## config.mk

```make
export PLATFORM = sky130hd
export DESIGN_NAME = layered_color_mapper
export DESIGN_NICKNAME = d
export VERILOG_FILES = /design/src/rtl/layered_color_mapper.sv
export SDC_FILE = /design/constraint.sdc
export NUM_CORES = 1
export LEC_CHECK = 0
export CAP_MARGIN = 20
export CORE_UTILIZATION = 45
export CTS_BUF_LIST = sky130_fd_sc_hd__clkbuf_16
export DETAILED_ROUTE_END_ITERATION = 8
export PLACE_DENSITY = 0.61
export SLEW_MARGIN = 20
export SYNTH_ARGS = -nofsm -noshare
export SYNTH_HDL_FRONTEND = slang
export SYNTH_SLANG_ARGS = --single-unit
```

## constraint.sdc

```tcl
create_clock -name Clk -period 23.3 [get_ports Clk]
set_input_delay 3.495 -clock Clk [delete_from_list [all_inputs] [get_ports Clk]]
set_output_delay 3.495 -clock Clk [all_outputs]
set_load 0.05 [all_outputs]
```

## src/rtl/layered_color_mapper.sv

```systemverilog
// layered_color_mapper: 3-stage background + sprite compositor with palettes and collision flag
module layered_color_mapper #(
    parameter int BG_W        = 320,
    parameter int BG_H        = 240,
    parameter int SCALE_SH    = 1,
    parameter int NUM_SPRITES = 2,
    parameter int SPR_W       = 32,
    parameter int SPR_H       = 32,
    parameter int IDX_W       = 3,
    parameter int TRANSP      = 0
) (
    input  logic                                        Clk,
    input  logic                                        Reset,
    input  logic [9:0]                                  DrawX,
    input  logic [9:0]                                  DrawY,
    input  logic                                        pixel_valid,
    input  logic                                        frame_start,
    input  logic [8:0]                                  scroll_y,
    input  logic [10*NUM_SPRITES-1:0]                   spr_x,
    input  logic [10*NUM_SPRITES-1:0]                   spr_y,
    input  logic [NUM_SPRITES-1:0]                      spr_en,
    output logic [$clog2(BG_W*BG_H)-1:0]                bg_addr,
    input  logic [IDX_W-1:0]                            bg_idx,
    output logic [NUM_SPRITES*$clog2(SPR_W*SPR_H)-1:0]  spr_addr,
    input  logic [NUM_SPRITES*IDX_W-1:0]                spr_idx,
    input  logic                                        pal_we,
    input  logic [2:0]                                  pal_sel,
    input  logic [IDX_W-1:0]                            pal_addr,
    input  logic [23:0]                                 pal_data,
    output logic [7:0]                                  Red,
    output logic [7:0]                                  Green,
    output logic [7:0]                                  Blue,
    output logic                                        out_valid,
    output logic                                        collision
);
    localparam int BA_W = $clog2(BG_W*BG_H);
    localparam int SA_W = $clog2(SPR_W*SPR_H);
    localparam int XW = $clog2(SPR_W);
    localparam int YW = $clog2(SPR_H);
    localparam int PE = 1 << IDX_W;
    localparam logic [9:0] BW10 = 10'(BG_W);
    localparam logic [9:0] BH10 = 10'(BG_H);
    localparam logic [8:0] BH9 = 9'(BG_H);
    localparam logic [9:0] SW10 = 10'(SPR_W);
    localparam logic [9:0] SH10 = 10'(SPR_H);
    localparam logic [IDX_W-1:0] TI = IDX_W'(TRANSP);

    logic [8:0] scroll;
    logic [9:0] sx [NUM_SPRITES];
    logic [9:0] sy [NUM_SPRITES];
    logic [NUM_SPRITES-1:0] sen;
    logic [23:0] bg_pal [PE];
    logic [23:0] spr_pal [NUM_SPRITES][PE];

    logic [9:0] tx, ty, row, rw;
    logic [9:0] dx [NUM_SPRITES];
    logic [9:0] dy [NUM_SPRITES];
    logic bg_in_c;
    logic [BA_W-1:0] bg_addr_c;
    logic [NUM_SPRITES-1:0] hit_c;
    logic [SA_W-1:0] saddr_c [NUM_SPRITES];

    logic v1, bgin1, v2, bgin2;
    logic [NUM_SPRITES-1:0] hit1, hit2;
    logic [IDX_W-1:0] bgidx2;
    logic [NUM_SPRITES*IDX_W-1:0] sidx2;

    logic [NUM_SPRITES-1:0] op_c;
    logic [2:0] n_op;
    logic [23:0] color_c;

    // frame-constant scroll and sprite placement, captured on frame_start
    always_ff @(posedge Clk or posedge Reset) begin
        if (Reset) begin
            scroll <= '0;
            sen <= '0;
            for (int k = 0; k < NUM_SPRITES; k++) begin
                sx[k] <= '0;
                sy[k] <= '0;
            end
        end else if (frame_start) begin
            if (scroll_y < BH9) scroll <= scroll_y;
            sen <= spr_en;
            for (int k = 0; k < NUM_SPRITES; k++) begin
                sx[k] <= spr_x[k*10 +: 10];
                sy[k] <= spr_y[k*10 +: 10];
            end
        end
    end

    // palette RAMs; pal_sel beyond the last sprite writes nothing
    always_ff @(posedge Clk or posedge Reset) begin
        if (Reset) begin
            for (int i = 0; i < PE; i++) begin
                bg_pal[i] <= '0;
                for (int k = 0; k < NUM_SPRITES; k++) spr_pal[k][i] <= '0;
            end
        end else if (pal_we) begin
            if (pal_sel == 3'd0) bg_pal[pal_addr] <= pal_data;
            for (int k = 0; k < NUM_SPRITES; k++)
                if (pal_sel == 3'(k + 1)) spr_pal[k][pal_addr] <= pal_data;
        end
    end

    // stage 1 address generation: scrolled background texel and sprite-local offsets
    always_comb begin
        tx = DrawX >> SCALE_SH;
        ty = DrawY >> SCALE_SH;
        bg_in_c = pixel_valid && tx < BW10 && ty < BH10;
        row = ty + {1'b0, scroll};
        rw = row >= BH10 ? row - BH10 : row;
        bg_addr_c = bg_in_c ? BA_W'(rw) * BA_W'(BG_W) + BA_W'(tx) : '0;
        hit_c = '0;
        for (int k = 0; k < NUM_SPRITES; k++) begin
            dx[k] = DrawX - sx[k];
            dy[k] = DrawY - sy[k];
            hit_c[k] = sen[k] && pixel_valid && dx[k] < SW10 && dy[k] < SH10;
            saddr_c[k] = hit_c[k] ? {dy[k][YW-1:0], dx[k][XW-1:0]} : '0;
        end
    end

    // stage 1 and 2 pipeline registers; ROM data is captured in stage 2
    always_ff @(posedge Clk or posedge Reset) begin
        if (Reset) begin
            bg_addr <= '0;
            spr_addr <= '0;
            v1 <= 1'b0;
            bgin1 <= 1'b0;
            hit1 <= '0;
            v2 <= 1'b0;
            bgin2 <= 1'b0;
            hit2 <= '0;
            bgidx2 <= '0;
            sidx2 <= '0;
        end else begin
            bg_addr <= bg_addr_c;
            for (int k = 0; k < NUM_SPRITES; k++) spr_addr[k*SA_W +: SA_W] <= saddr_c[k];
            v1 <= pixel_valid;
            bgin1 <= bg_in_c;
            hit1 <= hit_c;
            v2 <= v1;
            bgin2 <= bgin1;
            hit2 <= hit1;
            bgidx2 <= bg_idx;
            sidx2 <= spr_idx;
        end
    end

    // stage 3 priority: scan from lowest priority upward so sprite 0 wins
    always_comb begin
        op_c = '0;
        n_op = '0;
        color_c = bgin2 ? bg_pal[bgidx2] : 24'h000000;
        for (int k = NUM_SPRITES - 1; k >= 0; k--) begin
            op_c[k] = hit2[k] && sidx2[k*IDX_W +: IDX_W] != TI;
            if (op_c[k]) color_c = spr_pal[k][sidx2[k*IDX_W +: IDX_W]];
            n_op = n_op + 3'(op_c[k]);
        end
    end

    // stage 3 output register and sticky collision (set beats frame_start clear)
    always_ff @(posedge Clk or posedge Reset) begin
        if (Reset) begin
            Red <= '0;
            Green <= '0;
            Blue <= '0;
            out_valid <= 1'b0;
            collision <= 1'b0;
        end else begin
            Red <= v2 ? color_c[23:16] : 8'h00;
            Green <= v2 ? color_c[15:8] : 8'h00;
            Blue <= v2 ? color_c[7:0] : 8'h00;
            out_valid <= v2;
            collision <= (v2 && n_op >= 3'd2) || (collision && !frame_start);
        end
    end
endmodule
```

## Word-level counts from Yosys, hierarchy flattened

Index checks and enable logic that the tools add are counted.

| operators by class | value |
|---|---|
| add/subtract/negate cells | 8 |
| $mul | 1 |
| div/mod/pow operators | 0 |
| $lt $le $gt $ge | 14 |
| equality and inequality tests | 2 |
| shift-type cells | 0 |
| multiplexer cells | 24 |
| bitwise logic cells | 4 |
| reduce and logical (&&, ||, !) cells | 22 |

Operators by type and width:

| operator | number |
|---|---|
| $bwmux W192 | 3 |
| $mux W24 | 10 |
| $bmux W24 S3 | 3 |
| $demux W24 S3 | 1 |
| $lt A10 B6 Y1 const B | 4 |
| $sub A10 B10 Y10 | 4 |
| $mux W10 | 3 |
| $mux W8 | 3 |
| $lt A9 B8 Y1 const B | 2 |
| $add A17 B9 Y17 | 1 |
| $mux W17 | 1 |
| $ge A4 B4 Y1 const B | 4 |
| $not A3 Y4 | 4 |
| $logic_and A1 B1 Y1 | 13 |
| $mul A10 B3 Y11 const B | 1 |
| $add A9 B9 Y10 | 1 |
| $ge A10 B8 Y1 const B | 1 |
| $sub A10 B8 Y10 const B | 1 |
| $lt A9 B9 Y1 const B | 1 |
| $reduce_and A2 Y1 | 4 |
| $reduce_bool A3 Y1 | 2 |
| $lt A4 B1 Y1 const B | 1 |
| $eq A3 B1 Y1 const B | 1 |
| $eq A3 B2 Y1 const B | 1 |
| 5 further kinds | 5 |

| word-level totals | value |
|---|---|
| flip-flop bits (word level) | 707 |
| latch bits | 0 |
| bits in writable memories | 0 |
| bits in read-only memories | 0 |
| bits of input ports | 115 |
| output and inout port bits | 63 |
| word-level logic and storage cells | 120 |
| memories kept | 0 |

## Longest topological paths before layout

Gate-level depths: netlist of run 1.

| logic depth | value |
|---|---|
| depth in word-level cells | 8 |
| depth in mapped cells | 20 |
| mapped depth without buffers | 19 |

## Worst setup path after synthesis of run 1

No wires, ideal clock.

| timing | value |
|---|---|
| kind | in2reg |
| from | input DrawY[1] |
| to | register bg_addr[16] |
| setup time | 134 ps |
| arrival time | 7811 ps |
| data required time | 23166 ps |
| path slack | 15355 ps |
| cell stages on the path | 19 |
| path buffers | 1 |
| cells stage by stage | ha_1 -> fa_1 -> a211oi_1 -> nor3_1 -> or3b_2 -> nand4_1 -> nand4_1 -> nand2_1 -> xnor2_1 -> ha_1 -> ha_1 -> clkbuf_1 -> o21ai_0 -> o22ai_1 -> a311o_1 -> or3b_2 -> xnor2_1 -> nand3_1 -> nor3b_1 |

| on the way | value |
|---|---|
| longest elaborated chain between the ends | 6 |
| elaborated cells between the ends (all ways) | 9 |
| those cells by class | 3 x add/sub; 1 x mul; 2 x order compare; 2 x mux; 1 x reduce/logical |

RTL lines:

| element | line | source |
|---|---|---|
| start: declaration | 15 | `input logic [9:0] DrawY,` |
| $add A9 B9 Y10 | 110 | `row = ty + {1'b0, scroll};` |
| $sub A10 B8 Y10 / $ge A10 B8 Y1 (equally long branches) | 111 | `rw = row >= BH10 ? row - BH10 : row;` |
| $mux W10 | 111 |  |
| $mul A10 B3 Y11 | 112 | `bg_addr_c = bg_in_c ? BA_W'(rw) * BA_W'(BG_W) + BA_W'(tx) : '0;` |
| $add A17 B9 Y17 | 112 |  |
| $mux W17 (*) | 112 |  |
| via bg_addr_c[16] | 59 | `logic [BA_W-1:0] bg_addr_c;` |
| end signal: assignment | 136 | `bg_addr <= bg_addr_c;` |
| end: declaration | 22 | `output logic [$clog2(BG_W*BG_H)-1:0] bg_addr,` |

The timed path passes the listed nets; every way through them passes the cells marked *.
A chain may end at the register's enable or synchronous reset.

## Worst setup path in the final report of run 1

Ends and elaborated chain as after synthesis.

==> results_dict.tcl, run 1 <==
set metrics [dict create \
    die_h_um 273.8 \
    p_sw_share_pct 27.26 \
    synth_area_leaders "dfrtp_1, mux2_2, mux4_2, ha_1, mux2i_1" \
    numPortBuffers 177 \
    report.final.slew_viol_count 0 \
    gr-total-overflow 0 \
    antenna_found_initial 7 \
    maxSlewHeadroom_pct 31.94 \
    root_buffer "clkbuf_16" \
    cp_max_fo 5 \
    fin_crit_ns 8.608 \
    synth_cell_types 66 \
    period_share_pct 36.95 \
    vias_per_cell 5.746 \
    fin_util_pct 52.76 \
    post-cts-setup-buffer-count 0 \
    required_ns 23.78 \
    dr.pass1.iters 5 \
    fin_setup_tns_ns 0 \
    grt_pass1_vias 21690 \
    critPathMostFrequentCell "nand4_1" \
    syn_area_per_cell_um2 14.39 \
    insertion_delay_ns 0.61 \
    cp.arrival_ns 9.09 \
    hold_buffers 0 \
    synth_nets 2496 \
    p_clk_share_pct 36.2 \
    dp_hpwl_mm 50.36 \
    synth-edff-count 0 \
    dr.max_layer_used "met5" \
    die-width_um 273.8 \
    final_common_cell "dfrtp_1" \
    p_int_uw 2399 \
    pwr-share-comb_pct 19.9 \
    fmax_ghz 0.1162 \
    wl_met3_mm 4.026 \
    power_per_cell_area_nw_per_um2 85.70 \
    clk_path_buf_depth 3 \
    synth_warnings 0 \
    hp-class "reg -> reg" \
    cts.clk_slew.worst_paths_ns 0.06 \
    cp-end-kind "flop" \
    drtIter0Drc 1205 \
    core_area_um2 72960 \
    critPathKind "in -> reg" \
    h-tree-depth 3 \
    fill_cells 6035 \
    rows 99 \
    grt_usage_pct 22.71 \
    vias 19910 \
    setup_viol_count_final 0 \
    final_cell_mix "dfrtp_1, mux2_2, clkdlybuf4s50_1" \
    max_cap_viol_count 0 \
    tightest_slew_ns 1.021 \
    ant_nets 0 \
    area_growth_pct 15.81 \
    grt_start_max_net_pins 194 \
    slowest_stage "clkdlybuf4s50_1" \
    cts_made_buffers 78 \
    rsz0062_at_grt "false" \
    path_buf_inv 1 \
    synth_top_area_share_pct 53.23 \
    fin_skew_ns 0.01541 \
    crit_chain "clkdlybuf4s50_1 > ha_1 > fa_1 > a211oi_1 > nor3_1 > or3b_2 > nand4_1 > nand4_1 > xor2_1 > ha_1 > fa_1 > a211oi_1 > nor2_1 > o311ai_0 > nand4_1 > xnor2_1 > nand3_1 > nor3b_1" \
    die_area_um2 74950 \
    ctsResizeCount 0 \
    crit_path_start_kind "input pin" \
    synthArstFlopShare_pct 100.0 \
    yosys.area.top_type "dfrtp_1" \
    place_congestion 0.8656 \
    status "finished clean" \
    switchingPower_uw 899.3 \
    nNetsFinal 2630 \
    crit_family "adder cells" \
    multiInputGateArea_um2 14730 \
    power_leakage_uw 0.01798 \
    ir_worst_vdd_mv 0.05547 \
    cts_sinks 707 \
    syn_inst 2310 \
    seq_power_share_pct 43.9 \
    grt_pass1_wl_mm 129.1 \
    wire_per_inst_um 23.76 \
    wl_met1_mm 36.18 \
    regArea_um2 17710 \
    wl_met2_mm 40.11 \
    start_util_pct 45.56 \
    drive_gt1_share_pct 37.30 \
    ys_seq_area_share_pct 53.23 \
    wl_mm 82.32 \
    synth_top_flop_cell "dfrtp_1" \
    hold_violations 0 \
    ys_ff_latch 707 \
    max_stage_delay_ns 0.60 \
    cts_tree "built" \
    route.detailed.drc 0 \
    top_level_ports 178 \
    syn_area_um2 33240 \
]
synth_stat cells, types with 3 or more instances:
| master | number |
|---|---|
| o21bai_1 | 4 |
| xnor2_1 | 20 |
| o211a_1 | 24 |
| nor3b_1 | 9 |
| nand3_1 | 7 |
| o22a_1 | 3 |
| a21oi_1 | 14 |
| a21boi_0 | 8 |
| or3b_2 | 4 |
| and3_1 | 7 |
| nor3_1 | 13 |
| xor2_1 | 19 |
| nor4_2 | 7 |
| dfrtp_1 | 707 |
| a211oi_1 | 6 |
| nor2_1 | 47 |
| buf_2 | 17 |
| o22ai_1 | 28 |
| nand3b_1 | 4 |
| o2111ai_1 | 5 |
| o211ai_1 | 4 |
| o32ai_1 | 3 |
| mux4_2 | 144 |
| a311o_1 | 3 |
| clkbuf_1 | 126 |
| or4b_2 | 3 |
| ha_1 | 64 |
| a21o_1 | 14 |
| and3b_1 | 3 |
| inv_1 | 57 |
| mux2_2 | 587 |
| nand2b_1 | 12 |
| o21a_1 | 9 |
| fa_1 | 7 |
| buf_1 | 21 |
| and2_1 | 16 |
| nand2_1 | 101 |
| mux2i_1 | 77 |
| or3_1 | 3 |
| nand4_1 | 7 |
| nor2b_1 | 10 |
| o21ai_0 | 56 |
routing by layer:
| layer | vias to the layer above | global-route usage, % |
|---|---|---|
| li1 | 8744 | - |
| met3 | 131 | 3.868 |
| met5 | - | 0 |
| met2 | 481 | 37.29 |
| met1 | 10540 | 30.88 |
| met4 | 12 | 6.792 |
sequential cells by signal, summed over array words and instances, names as in the netlist:
register,count
Blue,8
Green,8
Red,8
bg_addr,17
bg_pal,192
bgidx2,3
bgin1,1
bgin2,1
collision,1
hit1,2
hit2,2
out_valid,1
scroll,9
sen,2
sidx2,6
spr_addr,20
spr_pal,384
sx,20
sy,20
v1,1
v2,1
kinds of logic (layout without fill, tap and decap cells):
logic type,after synthesis,count (layout),synth area share (%)
multiplexers,808,808,31.96
AND/OR/NAND/NOR,263,263,4.148
XOR/XNOR,39,39,1.028
other,0,2,0
AO/OA/AOI/OAI,199,199,4.182
flip-flops,707,707,53.23
adder cells (fa/ha/maj),71,71,2.831
buffers and inverters,223,417,2.616
area by class of cell:
cell class | count | area share [%]
inverters | 57 | 0.5656
clock buffers | 82 | 5.331
diodes | 2 | 0.01300
repair buffers | 220 | 5.607
flip-flops and latches | 707 | 46.01
clock inverters | 58 | 1.082
well taps | 959 | 3.117
multi-input cells | 1380 | 38.28
power groups by stage:
stage | registers, uW | clock network (uW) | logic (uW)
floorplan | 1470 | 0 | 488
global placement | 1460 | 0 | 636
detailed placement | 1470 | 0 | 656
CTS | 1450 | 1230 | 660
global route | 1470 | 1280 | 722
finish | 1450 | 1190 | 656
worst paths after layout:
path / from / to / slack [ns] / depth (start not counted)
worst max-delay path: DrawY[1] / bg_addr[16] / 14.69 / 18
worst min-delay path: bgin1 / bgin2 / 0.35 / 0
worst max register to register: scroll[0] / bg_addr[16] / 17.92 / 17
worst min register to register: bgin1 / bgin2 / 0.35 / 0
max in group asynchronous: Reset / bg_pal[176] / 16.48 / 7
min in group asynchronous: Reset / bg_addr[12] / 3.40 / 2
stage by stage:
stage	area [um2]	hold slack [ns]	total power, uW	worst slack (ns)	cells
detailed placement	35960	0.3347	2127	14.10	3321
global placement	35960	0.3329	2096	14.20	3321
finish	38490	0.3500	3299	14.69	3465
global route	38490	0.3550	3470	14.31	3464
floorplan	33240	0.3312	1961	10.13	2310
CTS	38430	0.3501	3335	14.73	3461
worst register-to-register path: cells and delay by family, from the launching register on:
| family | cells | cell delay [ns] |
|---|---|---|
| and+or+nand+nor | 8 | 1.56 |
| DFF | 1 | 0.38 |
| xor gates and xnor gates | 2 | 0.57 |
| AOI/OAI and AO/OA | 3 | 1.29 |
| adders and majority gates | 4 | 1.46 |
Note: power is estimated with default switching activity, not from simulation.
==> run 2: changes to the inputs <==
- clock period: 23.3 -> 7.7 ns (I/O delays scaled with it)
==> results_dict.tcl, run 2 (synthesis gave the netlist of run 1 again) <==
set metrics [dict create \
    cp-end-kind "flop" \
    rsz0062_at_grt "false" \
    hp-class "reg -> reg" \
    final_cell_mix "dfrtp_1, mux2_2, clkdlybuf4s50_1" \
    setup_viol_count_final 0 \
    die_h_um 273.8 \
    route.detailed.drc 0 \
    path_buf_inv 1 \
    cts_made_buffers 78 \
    power_leakage_uw 0.01800 \
    dr.pass1.iters 5 \
    crit_path_start_kind "input pin" \
    die-width_um 273.8 \
    power_uw 9957 \
    hold_violations 0 \
    die_area_um2 74950 \
    cts_tree "built" \
    maxSlewHeadroom_pct 33.87 \
    fin_crit_ns 6.311 \
    cts_sinks 707 \
    crit_family "simple AND/OR/NAND/NOR gates" \
    hold_buffers 0 \
    top_level_ports 178 \
    status "finished clean" \
    critPathKind "in -> reg" \
    final_common_cell "dfrtp_1" \
    reg_top3 "spr_pal (384), bg_pal (192)" \
    cts.clk_slew.worst_paths_ns 0.05 \
    ctsResizeCount 0 \
    area_growth_pct 15.74 \
    place_area_um2 35990 \
    fmax_ghz 0.1585 \
    max_cap_viol_count 0 \
    drive_gt1_share_pct 36.84 \
    fin_setup_tns_ns 0 \
    insertion_delay_ns 0.62 \
    required_ns 8.16 \
    vias_per_cell 5.716 \
    dp_hpwl_mm 50.42 \
    grt_pass1_wl_mm 127.7 \
    top_register "spr_pal" \
    ir_worst_vdd_mv 0.2526 \
    tightest_slew_ns 0.9889 \
    stdcell_area_um2 38470 \
    fill_cells 5984 \
    numPortBuffers 177 \
    clk_path_buf_depth 3 \
    report.final.slew_viol_count 0 \
    power_per_cell_area_nw_per_um2 258.8 \
    fin_util_pct 52.73 \
    gr-total-overflow 0 \
    cp_max_fo 5 \
    h-tree-depth 3 \
    slowest_stage "clkdlybuf4s50_1" \
    max_stage_delay_ns 0.60 \
    setup_slack_ns 1.389 \
    core_area_um2 72960 \
    antenna_found_initial 6 \
    largest_reg_flops 384 \
    drtIter0Drc 1345 \
    startpoint "DrawY[1]" \
    wl_mm 81.20 \
    vias 19790 \
    crit_chain "clkdlybuf4s50_1 > ha_1 > fa_1 > a211oi_1 > nor3_1 > or3b_2 > nand4_1 > nand4_1 > xor2_1 > ha_1 > fa_1 > a211oi_1 > nor2_1 > o311ai_0 > nand4_1 > xnor2_1 > nand3_1 > nor3b_1" \
    crit-reg2reg-launch "scroll[0]" \
    start_util_pct 45.56 \
    antenna_cells 0 \
    dp_slack_ns 0.8168 \
    wire_per_inst_um 23.45 \
    critPathMostFrequentCell "nand4_1" \
    grt_pass1_vias 21400 \
    place_congestion 0.8778 \
    ant_nets 0 \
    grt_start_max_net_pins 188 \
    root_buffer "clkbuf_16" \
    rows 99 \
    grt_usage_pct 22.38 \
    hold_start "v1" \
    period_share_pct 81.95 \
    cp.arrival_ns 6.77 \
    nNetsFinal 2630 \
    post-cts-setup-buffer-count 0 \
    fin_skew_ns 0.02247 \
]
[run 2: cell count changes in the layout (fill, tap and decap cells not counted), moves of 2 or more]
| cell | change |
|---|---|
| diode_2 | -2 |
| nand2_2 | -2 |
| inv_1 | +11 |
| clkinv_2 | -6 |
| buf_12 | +2 |
| clkinvlp_4 | -2 |
| nand2_1 | +2 |
| inv_6 | -2 |
| clkinv_1 | -2 |
[run 2: metal layers]
metal  vias up  GRT usage [%]  part of all wire (%)
li1       8748              -                     -
met1     10490          30.46                    44
met2       416          36.42                    48
met3       128          4.202                   4.8
met4        12          6.675                   2.2
met5         -              0                  0.10
[run 2: path summary, 6_finish.rpt]
kind | to | slack, ns | depth (start not counted)
max | bg_addr[16] | 1.39 | 18
min | v2 | 0.36 | 0
max reg2reg | bg_addr[16] | 2.27 | 17
min reg2reg | v2 | 0.36 | 0
max in group asynchronous | bgidx2[0] | 4.59 | 4
min in group asynchronous | bg_addr[14] | 1.10 | 2
[run 2: report_power, final]
| group | switching, uW | internal, uW |
|---|---|---|
| clock network | 1490 | 2100 |
| registers | 222 | 4170 |
| logic | 980 | 998 |
[run 2: final cells by class]
cell class,instances,area [um2],share of cell area [%]
Clock inverter,58,425.4,1.106
Inverter,57,217.7,0.5659
Clock buffer,81,2027,5.269
Sequential cell,707,17710,46.04
Multi-Input combinational cell,1380,14730,38.29
Tap cell,959,1200,3.119
Timing Repair Buffer,220,2160,5.614
[run 2: per-stage QoR]
stage,cells,hold WS (ns)
6_report,3462,0.3614
4_1_cts,3461,0.3703
3_3_place_gp,3322,0.3327
2_1_floorplan,2310,0.3312
5_1_grt,3462,0.3770
3_5_place_dp,3322,0.3556
